===== config.mk =====
export PLATFORM = sky130hd
export DESIGN_NAME = fetch_pc_unit
export DESIGN_NICKNAME = d
export VERILOG_FILES = /design/src/rtl/fetch_pc_unit.sv
export SDC_FILE = /design/constraint.sdc
export NUM_CORES = 1
export LEC_CHECK = 0
export CORE_AREA = 2 2 189 191
export CTS_CLUSTER_SIZE = 16
export DETAILED_ROUTE_END_ITERATION = 16
export DIE_AREA = 0 0 191 193
export SLEW_MARGIN = 5
export SYNTH_ARGS = -nofsm -noshare
export SYNTH_HDL_FRONTEND = slang
export SYNTH_SLANG_ARGS = --single-unit

===== constraint.sdc =====
create_clock -name clk -period 6.9 [get_ports clk]
set_input_delay 1.035 -clock clk [delete_from_list [all_inputs] [get_ports clk]]
set_output_delay 1.035 -clock clk [all_outputs]
set_load 0.005 [all_outputs]

===== src/rtl/fetch_pc_unit.sv =====
`default_nettype none
// ============================================================================
//  Module      : fetch_pc_unit
//  Description : Fetch-stage PC owner and single-outstanding ibus requester;
//                holds one fetched instruction for decode under valid/ready.
//  Revision    : 1.0 - initial release
// ============================================================================
module fetch_pc_unit #(
  parameter logic [63:0] RESET_PC = 64'h0000_0000_8000_0000,
  parameter logic [63:0] PC_STEP  = 64'd4
) (
  input  logic        clk,
  input  logic        reset,
  output logic        ireq_valid,
  output logic [63:0] ireq_addr,
  input  logic        iresp_data_ok,
  input  logic [31:0] iresp_data,
  input  logic        redirect_valid,
  input  logic [63:0] redirect_pc,
  output logic        out_valid,
  output logic [63:0] out_pc,
  output logic [31:0] out_instr,
  input  logic        out_ready
);

  typedef enum logic [1:0] {
    REQ     = 2'd0,
    HOLD    = 2'd1,
    DISCARD = 2'd2
  } state_t;

  state_t      state, state_n;
  logic [63:0] pc, pc_n;
  logic [63:0] req_addr, req_addr_n;
  logic [63:0] out_pc_r, out_pc_n;
  logic [31:0] out_instr_r, out_instr_n;
  logic [63:0] redirect_tgt;

  assign redirect_tgt = {redirect_pc[63:2], 2'b00};

  always_ff @(posedge clk or posedge reset) begin
    if (reset) begin
      state       <= REQ;
      pc          <= RESET_PC;
      req_addr    <= RESET_PC;
      out_pc_r    <= 64'd0;
      out_instr_r <= 32'd0;
    end else begin
      state       <= state_n;
      pc          <= pc_n;
      req_addr    <= req_addr_n;
      out_pc_r    <= out_pc_n;
      out_instr_r <= out_instr_n;
    end
  end

  always_comb begin
    state_n     = state;
    pc_n        = pc;
    req_addr_n  = req_addr;
    out_pc_n    = out_pc_r;
    out_instr_n = out_instr_r;
    case (state)
      REQ: begin
        if (iresp_data_ok && !redirect_valid) begin
          out_instr_n = iresp_data;
          out_pc_n    = req_addr;
          state_n     = HOLD;
        end else if (iresp_data_ok && redirect_valid) begin
          pc_n       = redirect_tgt;
          req_addr_n = redirect_tgt;
        end else if (redirect_valid) begin
          // The bus request cannot be withdrawn; remember the target and
          // drain the stale response first.
          pc_n    = redirect_tgt;
          state_n = DISCARD;
        end
      end
      DISCARD: begin
        if (redirect_valid) pc_n = redirect_tgt;
        if (iresp_data_ok) begin
          req_addr_n = redirect_valid ? redirect_tgt : pc;
          state_n    = REQ;
        end
      end
      HOLD: begin
        if (redirect_valid) begin
          pc_n       = redirect_tgt;
          req_addr_n = redirect_tgt;
          state_n    = REQ;
        end else if (out_ready) begin
          pc_n       = out_pc_r + PC_STEP;
          req_addr_n = out_pc_r + PC_STEP;
          state_n    = REQ;
        end
      end
      default: state_n = REQ;
    endcase
  end

  assign ireq_valid = (state != HOLD) && !reset;
  assign ireq_addr  = req_addr;
  assign out_valid  = (state == HOLD) && !reset;
  assign out_pc     = out_pc_r;
  assign out_instr  = out_instr_r;

endmodule
`default_nettype wire


==> results.py <==
metrics = {
    "synth": {
        "synth_cell_type_count": 67,
        "synthArstFlopShare_pct": 100,
        "syn_area_mm2": 0.0120,
        "synth_top_family_by_area": "compound AO/OA/AOI/OAI gates",
        "synth_fa_ha_area_share_pct": 0.415,
        "ys_seq_area_share_pct": 47.0,
        "synth_cells": 1230,
        "synth-compound-area-share_pct": 21.7,
        "synth-seq-cells": 226,
        "synth-edff-count": 0,
        "syn-num-nets": 1335,
        "synth_top_flop_cell": "dfrtp_1",
        "synthSimpleGateAreaFrac_pct": 14.1,
        "ys_warn_count": 0,
        "syn_area_per_cell_um2": 9.79,
        "synth-xor-area-share_pct": 3.56,
        "synthMuxAreaShare_pct": 9.69,
    },
    "power": {
        "total_power_mw": 8.45,
        "ir_worst_vdd_uv": 313,
        "p_per_area_mw_per_mm2": 530,
        "leakage_nw": 6.36,
    },
    "layout": {
        "stdcell_count": 1926,
        "final_common_cell": "clkdlybuf4s50_1",
        "nNetsFinal": 1552,
        "n_fill_cell": 3350,
        "finish.utilization_pct": 45.6,
        "drive_gt1_share_pct": 13.3,
        "design_area_mm2": 0.0159,
        "area_growth_pct": 32.4,
        "layout_common_cells": "259 x clkdlybuf4s50_1, 224 x dfrtp_1, 107 x o21ai_0, 105 x nand2_1, 101 x mux2_2",
    },
    "timing": {
        "fin_skew_ns": 0.0133,
        "whs_ns": 0.490,
        "setup_tns_ns": 0,
        "tightest_slew_ns": 1.23,
        "min_period_ns": 3.75,
        "slew-limit-headroom_pct": 17.7,
        "hold_viol_final": 0,
        "timing.final.crit_share_pct": 54.4,
        "setup-violations-final": 0,
        "worst_slack_ns": 3.15,
        "rsz0062_at_grt": "false",
        "fmax_mhz": 266,
        "slew_viol_final": 0,
    },
    "routing": {
        "drt_iter0_drc": 1018,
        "ant_nets": 0,
        "wirelength_um": 43200,
        "avgViaCountPerCell": 5.80,
        "drc": 0,
        "vias": 11200,
        "firstDrtPassIters": 6,
        "drt-wirelength-per-cell_um": 22.5,
    },
    "clock_tree": {
        "cts_resized": 0,
        "clockBufferDepth": 3,
        "cts_htree_levels": 1,
        "cts_tree": "done",
        "clkSlewWorstSetupHoldPaths_ns": 0.06,
        "postCtsSetupBuffers": 0,
        "cts_made_buffers": 27,
        "clkSinkCount": 226,
        "cts_root_buf": "clkbuf_16",
        "clock_latency_ns": 0.54,
        "ctsHoldBuffers": 0,
    },
    "placement": {
        "hpwl_um": 28100,
        "post-place-ws_ns": 2.93,
        "io_buffers": 260,
        "gp_congestion": 0.865,
        "place_inst": 1879,
        "placed_area_mm2": 0.0151,
    },
    "floorplanning": {
        "dieHeight_um": 193,
        "dieArea_mm2": 0.0369,
        "core_area_mm2": 0.0350,
        "start_util_pct": 34.4,
        "die_w_um": 191,
        "ioPinCount": 263,
        "rows": 69,
    },
    "grt": {
        "grt.overflow.total": 0,
        "grt_pass1_wl_um": 65800,
        "grt_max_degree": 135,
        "track_usage_pct": 23.1,
        "grt_pass1_vias": 11100,
        "antenna_found_initial": 5,
    },
    "setup_path": {
        "crit_path_max_fanout": 57,
        "cp.arrival_ns": 4.18,
        "end_kind": "register",
        "critical_path_class": "register to register",
        "start_kind": "register",
        "cp.required_ns": 7.33,
    },
    "flow_run": {
        "maxCapViolCount": 0,
    },
    "min_path": {
        "hold_path.class": "register to register",
    },
    "outcome": {
        "status": "finished, final reports clean",
    },
}
## routing by layer
| layer | vias to the layer above | routed length, um | track usage (%) |
|---|---|---|---|
| met4 | 4 | 1480 | 9.18 |
| li1 | 5018 | - | - |
| met1 | 5550 | 18500 | 31.3 |
| met3 | 90 | 3390 | 4.49 |
| met5 | - | 27 | 0 |
| met2 | 513 | 19800 | 36.5 |
## worst max-delay path, cell delays in order, from the launching register on
cell and delay (ns):
dfrtp_1 0.39, inv_1 0.08, ha_2 0.31, buf_4 0.34, buf_4 0.67, o22a_2 0.32, buf_4 0.60, nand2_1 0.43
a22o_1 0.29, a41o_1 0.20
## area by class of cell
type | count | area, um^2 | share of cell area, %
inverter | 21 | 82.6 | 0.518
multi-input combinational | 891 | 6000 | 37.7
sequential | 226 | 5660 | 35.5
antenna | 2 | 5.00 | 0.0314
clock inverter | 7 | 110 | 0.691
clock buffer | 38 | 747 | 4.68
timing repair buffer | 280 | 2760 | 17.3
tap | 461 | 577 | 3.62
## state kept, by name, indices dropped and copies added, names as in the netlist
name,cells
ireq_addr,64
out_instr,32
out_pc,64
pc,64
state,2
## power breakdown
| part | switching (mW) | total, mW | internal (mW) |
|---|---|---|---|
| combinational | 2.35 | 4.35 | 2.01 |
| clock | 0.565 | 1.42 | 0.856 |
| sequential | 0.675 | 2.67 | 2.00 |
| total | 3.59 | 8.45 | 4.86 |
## cells in the mapped netlist (all sizes together) (3+ instances only)
master  number  area, um^2
o22a         5        43.8
a22oi       20         150
a22o         7        61.3
xor2        19         166
xnor2       30         263
ha           4        50.1
o22ai       27         169
buf         21        87.6
nor3        18         100
nand4       23         171
a31oi        7        43.8
o211ai       6        45.0
o221ai       3        26.3
a32oi        3        26.3
nor2b        4        25.0
inv         21        78.8
o21a        10        75.1
nor2       101         379
or3          9        56.3
nand3       35         200
and3        18         113
nand2      105         394
o32ai        7        61.3
clkbuf      71         268
a311oi       3        26.3
a221oi      39         354
a21oi       78         390
nor4        13         173
mux2i        3        30.0
mux2       101        1140
nand2b       3        18.8
dfrtp      224        5610
o31ai        8        60.1
a221o        4        40.0
a222oi      15         150
a21o        19         143
a211oi       4        30.0
o21ai      119         596
## kinds of logic after synthesis
group,Yosys count
buf+inv,113
flops,226
xor+xnor,49
simple gates,337
compound gates,397
mux,104
fa+ha+maj,4
## worst paths after layout
check,startpoint,to,slack [ns],cells after the start
setup / recovery,state[1],pc[37],3.15,9
max in group asynchronous,reset,out_instr[19],4.65,3
min in group asynchronous,reset,ireq_addr[49],0.97,2
hold reg to reg,ireq_addr[0],ireq_addr[0],0.49,2
hold / removal,ireq_addr[0],ireq_addr[0],0.49,2
setup reg to reg,state[1],pc[37],3.15,9
Power figures use the tool's default switching activity.
